### src/rtl/jump_x_unit.sv
// JAL/JALR execute unit: link/target generation, elastic pipe,
// independent writeback and fetch-redirect handshakes, squash by age.
module jump_x_unit #(
   parameter int p_seq_num_bits  = 5,
   parameter int p_num_phys_regs = 36,
   parameter int p_pipe_stages   = 1,
   parameter bit p_redirect_jal  = 1'b0,
   parameter int p_preg_bits     = $clog2(p_num_phys_regs)
) (
   input  logic                      clk,
   input  logic                      rst,

   input  logic                      d_val,
   output logic                      d_rdy,
   input  logic [31:0]               d_pc,
   input  logic [31:0]               d_imm,
   input  logic [31:0]               d_op1,
   input  logic                      d_is_jalr,
   input  logic [4:0]                d_waddr,
   input  logic [p_preg_bits-1:0]    d_preg,
   input  logic                      d_wen,
   input  logic [p_seq_num_bits-1:0] d_seq_num,

   output logic                      w_val,
   input  logic                      w_rdy,
   output logic [31:0]               w_wdata,
   output logic [4:0]                w_waddr,
   output logic [p_preg_bits-1:0]    w_preg,
   output logic                      w_wen,
   output logic [p_seq_num_bits-1:0] w_seq_num,

   output logic                      redir_val,
   input  logic                      redir_rdy,
   output logic [31:0]               redir_target,
   output logic [p_seq_num_bits-1:0] redir_seq_num,

   input  logic                      squash_val,
   input  logic [p_seq_num_bits-1:0] squash_seq_num
);

   localparam int c_last = p_pipe_stages - 1;

   typedef struct packed {
      logic [31:0]               link;
      logic [31:0]               tgt;
      logic [4:0]                waddr;
      logic [p_preg_bits-1:0]    preg;
      logic                      wen;
      logic [p_seq_num_bits-1:0] seq;
      logic                      nredir;
   } ent_t;

   ent_t                     r_ent [p_pipe_stages];
   logic [p_pipe_stages-1:0] r_vld;
   logic                     r_wdone;
   logic                     r_rdone;

   ent_t                     w_in;
   ent_t                     w_nxt [p_pipe_stages];
   logic [p_pipe_stages-1:0] w_nvld;
   logic [p_pipe_stages-1:0] w_free;
   logic                     w_wfire;
   logic                     w_rfire;
   logic                     w_retire;

   // Younger iff the modular distance lies in the lower half-window.
   function automatic logic f_younger(
      input logic [p_seq_num_bits-1:0] i_x,
      input logic [p_seq_num_bits-1:0] i_s
   );
      logic [p_seq_num_bits-1:0] w_diff;
      w_diff = i_x - i_s;
      return (w_diff != '0) && !w_diff[p_seq_num_bits-1];
   endfunction

   always_comb begin
      w_in        = '0;
      w_in.link   = d_pc + 32'd4;
      w_in.tgt    = d_is_jalr ? ((d_op1 + d_imm) & ~32'h1)
                              : (d_pc + d_imm);
      w_in.waddr  = d_waddr;
      w_in.preg   = d_preg;
      w_in.wen    = d_wen;
      w_in.seq    = d_seq_num;
      w_in.nredir = d_is_jalr | p_redirect_jal;
   end

   assign w_val         = r_vld[c_last] & ~r_wdone;
   assign redir_val     = r_vld[c_last] & ~r_rdone;
   assign w_wdata       = r_ent[c_last].link;
   assign w_waddr       = r_ent[c_last].waddr;
   assign w_preg        = r_ent[c_last].preg;
   assign w_wen         = r_ent[c_last].wen;
   assign w_seq_num     = r_ent[c_last].seq;
   assign redir_target  = r_ent[c_last].tgt;
   assign redir_seq_num = r_ent[c_last].seq;

   assign w_wfire  = w_val & w_rdy;
   assign w_rfire  = redir_val & redir_rdy;
   assign w_retire = r_vld[c_last]
                   & (r_wdone | w_wfire)
                   & (r_rdone | w_rfire);

   // A stage is free when empty or when its occupant moves on this cycle.
   always_comb begin
      w_free         = '0;
      w_free[c_last] = ~r_vld[c_last] | w_retire;
      for (int i = c_last - 1; i >= 0; i--) begin
         w_free[i] = ~r_vld[i] | w_free[i+1];
      end
   end

   assign d_rdy = w_free[0];

   always_comb begin
      w_nvld = '0;
      for (int i = 0; i < p_pipe_stages; i++) begin
         w_nxt[i] = w_in;
      end
      w_nvld[0] = d_val;
      for (int i = 1; i < p_pipe_stages; i++) begin
         w_nvld[i] = r_vld[i-1];
         w_nxt[i]  = r_ent[i-1];
      end
   end

   always_ff @(posedge clk) begin
      if (rst) begin
         r_vld   <= '0;
         r_wdone <= 1'b0;
         r_rdone <= 1'b0;
      end else begin
         for (int i = 0; i < p_pipe_stages; i++) begin
            if (w_free[i]) begin
               r_vld[i] <= w_nvld[i]
                         & ~(squash_val &
                             f_younger(w_nxt[i].seq, squash_seq_num));
            end else begin
               r_vld[i] <= r_vld[i]
                         & ~(squash_val &
                             f_younger(r_ent[i].seq, squash_seq_num));
            end
         end
         if (w_free[c_last]) begin
            r_wdone <= 1'b0;
            r_rdone <= ~w_nxt[c_last].nredir;
         end else begin
            r_wdone <= r_wdone | w_wfire;
            r_rdone <= r_rdone | w_rfire;
         end
      end
   end

   always_ff @(posedge clk) begin
      for (int i = 0; i < p_pipe_stages; i++) begin
         if (w_free[i]) begin
            r_ent[i] <= w_nxt[i];
         end
      end
   end

endmodule

### config.mk
export PLATFORM = sky130hd
export DESIGN_NAME = jump_x_unit
export DESIGN_NICKNAME = d
export VERILOG_FILES = /design/src/rtl/jump_x_unit.sv
export SDC_FILE = /design/constraint.sdc
export NUM_CORES = 1
export LEC_CHECK = 0
export BUFFER_PORTS_ARGS = -buffer_cell sky130_fd_sc_hd__buf_2
export CORE_MARGIN = 2
export CORE_UTILIZATION = 40
export CTS_CLUSTER_DIAMETER = 50
export DETAILED_ROUTE_END_ITERATION = 8
export PLACE_DENSITY = 0.68
export SLEW_MARGIN = 15
export SYNTH_ARGS = -nofsm -noshare
export SYNTH_HDL_FRONTEND = slang
export SYNTH_SLANG_ARGS = --single-unit
### constraint.sdc
create_clock -name clk -period 6.1 [get_ports clk]
set_clock_uncertainty 0.1 [all_clocks]
set_input_delay 1.22 -clock clk [delete_from_list [all_inputs] [get_ports clk]]
set_output_delay 1.22 -clock clk [all_outputs]
set_load 0.05 [all_outputs]
==> flow_summary.ini, run 1 <==
[detailed_routing]
drc_errors = 0
wl_per_cell_um = 16.1
totalWireLength_um = 17900
postRouteAntennaNets = 0
num_vias = 5793
vias_per_cell = 5.20
first_iter_violations = 391
firstDrtPassIters = 5

[critical_path]
cp-startpoint = d_pc[0]
worst-path-max-fanout = 4
cp.buffers_inverters = 1
worstSetupStartpointType = primary input
end_kind = register
cp_data_arrival_time_ns = 4.22
critPathRequiredTime_ns = 6.08
cpPeakStageDelay_ns = 0.43
path_class = in2reg
r2r_start = r_vld
slowest_stage = a311o_1
critPathMostFrequentCell = a21oi_1
path_delay_family = compound AO/OA/AOI/OAI gates
crit_path_cell_trace = buf_2, ha_1, fa_1, a21oi_1, o21ai_0, a21oi_1, o21ai_0, a311o_1, a221o_1, a21oi_1, o21bai_1, xnor2_1, mux2i_1

[synthesis]
yosysTopAreaCell = edfxtp_1
yosys_most_used_dff = edfxtp_1
synth.area.top_cells = edfxtp_1, ha_1, xnor2_1
syn_area_um2 = 6630
syn_inst = 675
synth_nets = 872
ys_seq_elements = 84
synth-async-reset-ratio_pct = 0
synth_warnings = 0
synth_top_area_share_pct = 36.7
synth_edf_count = 81
avgSynthCellArea_um2 = 9.82
synthDistinctLibCells = 57
ys_seq_area_share_pct = 37.6

[final_layout]
multiInputGateArea_um2 = 3970
syn_to_final_growth_pct = 24.0
fin_nets = 1081
final_util_pct = 50.1
drive_gt1_share_pct = 27.6
fillerInstances = 1547
regArea_um2 = 2490

[job]
maxCapViolCount = 0

[power]
p_per_area_nw_per_um2 = 274
ir_worst_vdd_mv = 0.125
p_leak_nw = 3.75
p_total_mw = 2.25

[global_route]
antenna_found_initial = 4
grt_pass1_wl_um = 27800
grt_pass1_vias = 5405
track_usage_pct = 20.0
grt-ovfl-total = 0
grt_max_degree = 65

[floorplan]
die_h_um = 133
start_util_pct = 40.4
num_io_pins = 214
core_region_area_um2 = 16400
core.rowCount = 47
die_x_um = 133
dieArea_um2 = 17600

[min_path]
min_path_type = reg2reg
min_from = r_wdone

[sta]
grt_setup_unrepaired = no
worst_pin_slew_ns = 0.871
setup_violations = 0
drv_slew = 0
fmax_ghz = 0.236
fin_crit_sh_pct = 69.5
hold_viol_final = 0
maxSlewHeadroom_pct = 41.9
timing.setup.tns_ns = 0
timing.final.crit_period_ns = 4.24

[clocking]
clkSinkCount = 84
htreeDepth = 3
holdBufCountCts = 0
cts_buffers = 9
cts_root_buffer = clkbuf_16
post_cts_resize_count = 0
clk_latency_ns = 0.34
post-cts-setup-buffers = 0
clockBufferDepth = 2
cts_tree = built
clk_pin_slew_ns = 0.07

[place]
dp_hpwl_um = 14400
gp_congestion = 0.889
portBuffers = 213

[outcome]
status = completed
[sequential cells by signal, indices dropped and copies added, names as in the netlist]
| signal | cells |
|---|---|
| r_ent | 81 |
| r_rdone | 1 |
| r_vld | 1 |
| r_wdone | 1 |
[routing by layer]
metal | track usage, % | vias to the layer above | part of all wire (%)
met5 | 0 | - | 0
met4 | 7.59 | 0 | 2.5
met3 | 2.53 | 28 | 4.6
met2 | 30.8 | 176 | 44
met1 | 28.8 | 2645 | 49
li1 | - | 2944 | -
[final cells by class]
cell class,count,share of cell area [%]
Multi-Input combinational cell,549,48.3
Sequential cell,84,30.3
Timing Repair Buffer,215,13.2
Tap cell,220,3.35
Clock buffer,9,2.74
Inverter,25,1.14
Clock inverter,7,0.883
Antenna cell,4,0.122
[path summary, 6_finish.rpt]
path                            slack, ns  cells past startpoint           end
worst max register to register       3.69                      4  r_ent[0][24]
worst max-delay path                 1.86                     13  r_ent[0][46]
worst min register to register       0.42                      2       r_wdone
worst min-delay path                 0.42                      2       r_wdone
[per-stage QoR]
stage                     hold WS [ns]  cells  instance area [um^2]  setup WS (ns)
after floorplan                  0.388    675                  6630          0.988
after global placement           0.411   1093                  7910           1.56
after detailed placement         0.407   1093                  7910           1.54
after CTS                        0.415   1109                  8210           1.91
after global routing             0.444   1113                  8220           1.60
final                            0.415   1113                  8220           1.86
[cells in the mapped netlist (4+ instances only)]
cell type / count
nor3_1: 8
nand2_1: 52
edfxtp_1: 81
nand4_1: 10
a21oi_1: 67
buf_4: 5
a211oi_1: 11
xnor2_1: 59
nor2b_1: 15
o21bai_1: 14
inv_1: 25
a211o_1: 4
a21o_1: 28
mux2i_1: 6
and2_1: 5
nand3_1: 26
o21ai_0: 35
clkbuf_1: 10
nand2b_1: 4
xor2_1: 29
nor2_1: 43
ha_1: 70
and3_1: 10
a31oi_1: 8
[cell families after synthesis]
| logic type | share of synthesized area, % |
|---|---|
| compound gates | 20.2 |
| xor+xnor | 11.6 |
| fa+ha+maj | 13.8 |
| buf+inv | 2.66 |
| flops | 37.6 |
| mux | 1.08 |
| simple gates | 13.0 |
[power by group]
group | switching (mW) | leakage, nW | internal [mW]
logic | 0.642 | 2.75 | 0.278
clock network | 0.244 | 0.144 | 0.320
registers | 0.0228 | 0.860 | 0.741
[cells in the final DEF, fill, tap and decap left out, types with 3 or more instances in the layout]
cell type and instances:
a211o_1 4, a211oi_1 11, a21o_1 28, a21oi_1 67, a21oi_2 3, a31oi_1 8
and2_1 5, and3_1 10, buf_2 213, clkbuf_16 9, dfxtp_1 3, diode_2 4
edfxtp_1 81, ha_1 70, inv_1 25, inv_6 3, mux2i_1 6, nand2_1 52
nand2b_1 4, nand3_1 26, nand4_1 10, nor2_1 42, nor2b_1 15, nor3_1 8
o21ai_0 35, o21bai_1 14, xnor2_1 59, xor2_1 29
[worst reg2reg max path, cell delays in order, from the launching register on]
cell	delay [ns]
dfxtp_1	0.32
nor2b_1	0.13
nor2b_1	0.18
nor2_4	0.48
buf_4	0.79
(Power assumes the default switching activity.)
==> run 2: changes to the inputs <==
ABC_AREA = 1   (was not set)
PLACE_DENSITY = 0.65   (was 0.68)
clock period = 3.5 ns   (was 6.1 ns; I/O delays follow)
==> flow_summary.ini, run 2 <==
[outcome]
status = completed

[global_route]
grt_pass1_vias = 8231
grt_pass1_wl_um = 42000
track_usage_pct = 24.1
grt-ovfl-total = 0
grt_max_degree = 86
antenna_found_initial = 0

[clocking]
cts_buffers = 9
clk_latency_ns = 0.35
post_cts_resize_count = 0
clockBufferDepth = 2
clk_pin_slew_ns = 0.06
holdBufCountCts = 0
cts_tree = built
cts_root_buffer = clkbuf_16
htreeDepth = 3
post-cts-setup-buffers = 0
clkSinkCount = 84

[sta]
drv_slew = 0
hold_slack_ns = 0.425
setup_violations = 0
fin_crit_sh_pct = 71.6
timing.final.crit_period_ns = 2.51
hold_viol_final = 0
timing.setup.tns_ns = 0
maxSlewHeadroom_pct = 40.2
worst_pin_slew_ns = 0.895
layout_setup_ws_ns = 0.994
fmax_ghz = 0.399
grt_setup_unrepaired = no

[synthesis]
syn_area_um2 = 8570
yosys_most_used_dff = edfxtp_1
synth-async-reset-ratio_pct = 0
synth_most_common_cell = nand2_1
synth_nets = 1547
synthDistinctLibCells = 34
synth_edf_count = 81
synth_top_area_share_pct = 28.4
yosysTopAreaCell = edfxtp_1
ys_seq_area_share_pct = 29.1
syn_inst = 1350
synth_common_cells = nand2_1, inv_1, nor2_1, nand3_1, edfxtp_1
avgSynthCellArea_um2 = 6.35
synth_warnings = 0
synth.area.top_cells = edfxtp_1, nand2_1, inv_1
ys_seq_elements = 84

[detailed_routing]
drc_errors = 0
first_iter_violations = 590
totalWireLength_um = 27100
vias_per_cell = 4.82
num_vias = 8888
postRouteAntennaNets = 0
firstDrtPassIters = 5
wl_per_cell_um = 14.7

[critical_path]
r2r_cells = 7
worstSetupStartpointType = primary input
worst-path-max-fanout = 4
path_class = in2reg
reg2reg_to = r_vld
regToRegSetupSlack_ns = 1.68
cp-startpoint = d_pc[0]
r2r_start = r_vld
endpoint = r_ent[0][30]
end_kind = register
critPathRequiredTime_ns = 3.49
cp_data_arrival_time_ns = 2.50

[place]
dp_slack_ns = 0.678
placed_area_um2 = 9960
portBuffers = 213
gp_congestion = 0.902
numPlacedInstances = 1828
dp_hpwl_um = 22900

[final_layout]
fin_area_um2 = 10200
regMostFlops = r_ent
mostFrequentLayoutCells = nand2_1, inv_1, buf_2
fillerInstances = 2232
antenna_cells = 0
syn_to_final_growth_pct = 19.5
final_util_pct = 48.7
regArea_um2 = 2490
multiInputGateArea_um2 = 5060
fin_nets = 1761
drive_gt1_share_pct = 15.6
final_cells = 1843
largest_reg_flops = 81
final_common_cell = nand2_1

[floorplan]
dieArea_um2 = 22600
die_x_um = 150
num_io_pins = 214
core.rowCount = 53
core_region_area_um2 = 21000
start_util_pct = 40.8
die_h_um = 150

[power]
p_total_mw = 4.29
p_leak_nw = 5.88
p_per_area_nw_per_um2 = 418
ir_worst_vdd_mv = 0.212

[min_path]
min_path_type = in2reg

[job]
maxCapViolCount = 0
run 2: cell types whose count changed after synthesis, sizes merged, moves of 8 or more:
cell / before / now
a31oi: 8 / 0
inv: 25 / 258
nor3: 8 / 19
nor2: 43 / 105
nand2: 52 / 530
a21o: 28 / 3
xnor2: 59 / 13
a211oi: 11 / 1
nand3: 26 / 91
a21oi: 70 / 61
nor2b: 15 / 0
run 2: critical path, stage by stage:
cell,delay (ns)
buf_2,0.11
ha_1,0.26
fa_1,0.44
nand3_1,0.10
nand3_1,0.15
nand3_1,0.15
nand3_1,0.19
o21ai_0,0.28
o21ai_0,0.12
run 2: final cells by class:
class | count | area share, %
clock buffer | 9 | 2.20
clock inverter | 6 | 0.623
inverter | 258 | 9.45
multi-input combinational | 996 | 49.4
sequential | 84 | 24.3
tap | 275 | 3.36
timing repair buffer | 215 | 10.7
run 2: worst min-delay path by stage:
stage | cells past startpoint | from | to | slack (ns)
final | 1 | d_waddr[2] | r_ent[0][15] | 0.43
after global routing | 1 | d_preg[0] | r_ent[0][7] | 0.41
after CTS | 1 | d_waddr[2] | r_ent[0][15] | 0.41
after detailed placement | 2 | r_wdone | r_wdone | 0.51
after global placement | 2 | r_wdone | r_wdone | 0.48
after floorplan | 2 | r_wdone | r_wdone | 0.46
run 2: cell families after synthesis:
kind of cell	share of synthesized area, %
flops	29.1
compound gates	6.51
fa+ha+maj	10.7
simple gates	37.5
buf+inv	12.1
xor+xnor	4.19
run 2: metal layers:
layer,global-route usage [%],vias to the layer above,share of wire (%)
met3,3.00,30,6.3
met4,6.08,0,1.9
met2,40.5,261,46
met1,32.9,3920,46
met5,0,-,0
li1,-,4677,-
run 2: where the power goes:
part / switching [mW] / total (mW) / internal (mW)
Clock: 0.430 / 0.981 / 0.551
Sequential: 0.0631 / 1.39 / 1.32
Combinational: 1.43 / 1.92 / 0.493
Total: 1.92 / 4.29 / 2.37
==> run 3: changes to the inputs <==
clock period = 2.1 ns   (was 3.5 ns; I/O delays follow)
==> flow_summary.ini, run 3 (same netlist as run 2, synthesis figures left out) <==
[outcome]
status = completed

[floorplan]
die_x_um = 150
dieArea_um2 = 22600
die_h_um = 150
core.rowCount = 53
start_util_pct = 40.8
num_io_pins = 214
core_region_area_um2 = 21000

[final_layout]
regMostFlops = r_ent
fillerInstances = 2143
antenna_cells = 0
largest_reg_flops = 81
fin_nets = 1898
final_util_pct = 54.3
final_common_cell = nand2_1
syn_to_final_growth_pct = 33.1
drive_gt1_share_pct = 23.8
mostFrequentLayoutCells = nand2_1, inv_1, buf_2

[sta]
fmax_ghz = 0.503
drv_slew = 0
setup_violations = 0
worst_pin_slew_ns = 0.387
fin_crit_sh_pct = 94.7
timing.final.crit_period_ns = 1.99
hold_viol_final = 0
maxSlewHeadroom_pct = 74.0

[detailed_routing]
postRouteAntennaNets = 0
vias_per_cell = 4.78
wl_per_cell_um = 14.2
drc_errors = 0
num_vias = 9472
first_iter_violations = 710
firstDrtPassIters = 6
totalWireLength_um = 28100

[critical_path]
worstSetupStartpointType = primary input
path_class = in2reg
worst-path-max-fanout = 4
critPathMostFrequentCell = nand2_1
path_delay_family = simple AND/OR/NAND/NOR gates
cpPeakStageDelay_ns = 0.31
slowest_stage = ha_1
cp.buffers_inverters = 3
crit_path_cell_trace = buf_2, ha_1, buf_4, nand2_1, inv_1, nand2_1, nand2_1, nand3b_1, nand2_1, nand2_1, nand2_1, nand2_1, o21ai_0
critPathRequiredTime_ns = 2.19
cp_data_arrival_time_ns = 2.08
end_kind = register
regToRegSetupSlack_ns = 0.31

[power]
ir_worst_vdd_mv = 0.376
p_total_mw = 7.53
p_per_area_nw_per_um2 = 660
p_leak_nw = 6.58

[global_route]
grt_max_degree = 41
grt_pass1_vias = 8689
track_usage_pct = 24.6
grt_pass1_wl_um = 42600
grt-ovfl-total = 0
antenna_found_initial = 0

[clocking]
clk_latency_ns = 0.36
clkSinkCount = 84
cts_tree = built
htreeDepth = 3
cts_root_buffer = clkbuf_16
cts_buffers = 9
holdBufCountCts = 0
clk_pin_slew_ns = 0.07
clockBufferDepth = 2

[place]
gp_congestion = 0.887
portBuffers = 213
dp_hpwl_um = 23900

[job]
maxCapViolCount = 0

[min_path]
min_path_type = in2reg
## run 3: per-stage QoR
step	hold slack, ns	area, um^2	setup TNS (ns)	instances	setup slack (ns)
after detailed placement	0.491	11000	-5.87	1963	-0.304
after global placement	0.479	11000	-5.22	1963	-0.281
after CTS	0.117	11300	0	1979	0.0136
after global routing	0.128	11400	-0.00375	1981	-0.00375
after floorplan	0.398	8600	-45.78	1350	-0.635
final	0.124	11400	0	1981	0.111
## run 3: layer usage
metal | wire, um | GRT usage (%) | part of all wire [%]
met2 | 13100 | 41.3 | 47
met5 | 0 | 0 | 0
met4 | 687 | 9.29 | 2.4
met3 | 1970 | 2.42 | 7.0
met1 | 12400 | 32.8 | 44
## run 3: area by class of cell
type	count	area, um^2	share of cell area (%)
repair buffers	352	2150	18.8
clock inverters	7	73.8	0.647
multi-input cells	996	5150	45.2
inverters	258	968	8.49
well taps	275	344	3.02
flip-flops and latches	84	2490	21.9
clock buffers	9	225	1.97
## run 3: worst reg2reg max path, stage by stage, from the launching register on
cell and delay, ns:
edfxtp_1 0.42, ha_1 0.32, inv_1 0.04, o21bai_1 0.25, nand2_1 0.12, nand2_1 0.08
nand2_1 0.05, nand2_1 0.05, nand2_1 0.05, nand3_1 0.07, nand2_1 0.06, a21oi_1 0.11
## run 3: final timing paths
kind / start / endpoint / cells after the start
hold / removal: squash_val / r_vld / 2
hold reg to reg: r_wdone / r_wdone / 2
setup / recovery: d_imm[8] / r_ent[0][36] / 13
setup reg to reg: r_ent[0][2] / r_vld / 11
## run 3: repair_timing
action                                  in CTS  in global routing
buffers inserted                             0                  2
endpoints found under the setup margin       1                 15
resized for setup                            1                 21
pin swaps                                    0                  0
## run 3: where the power goes
part / switching [mW] / internal, mW
sequential: 0.110 / 2.20
clock: 0.735 / 0.929
combinational: 2.45 / 1.10
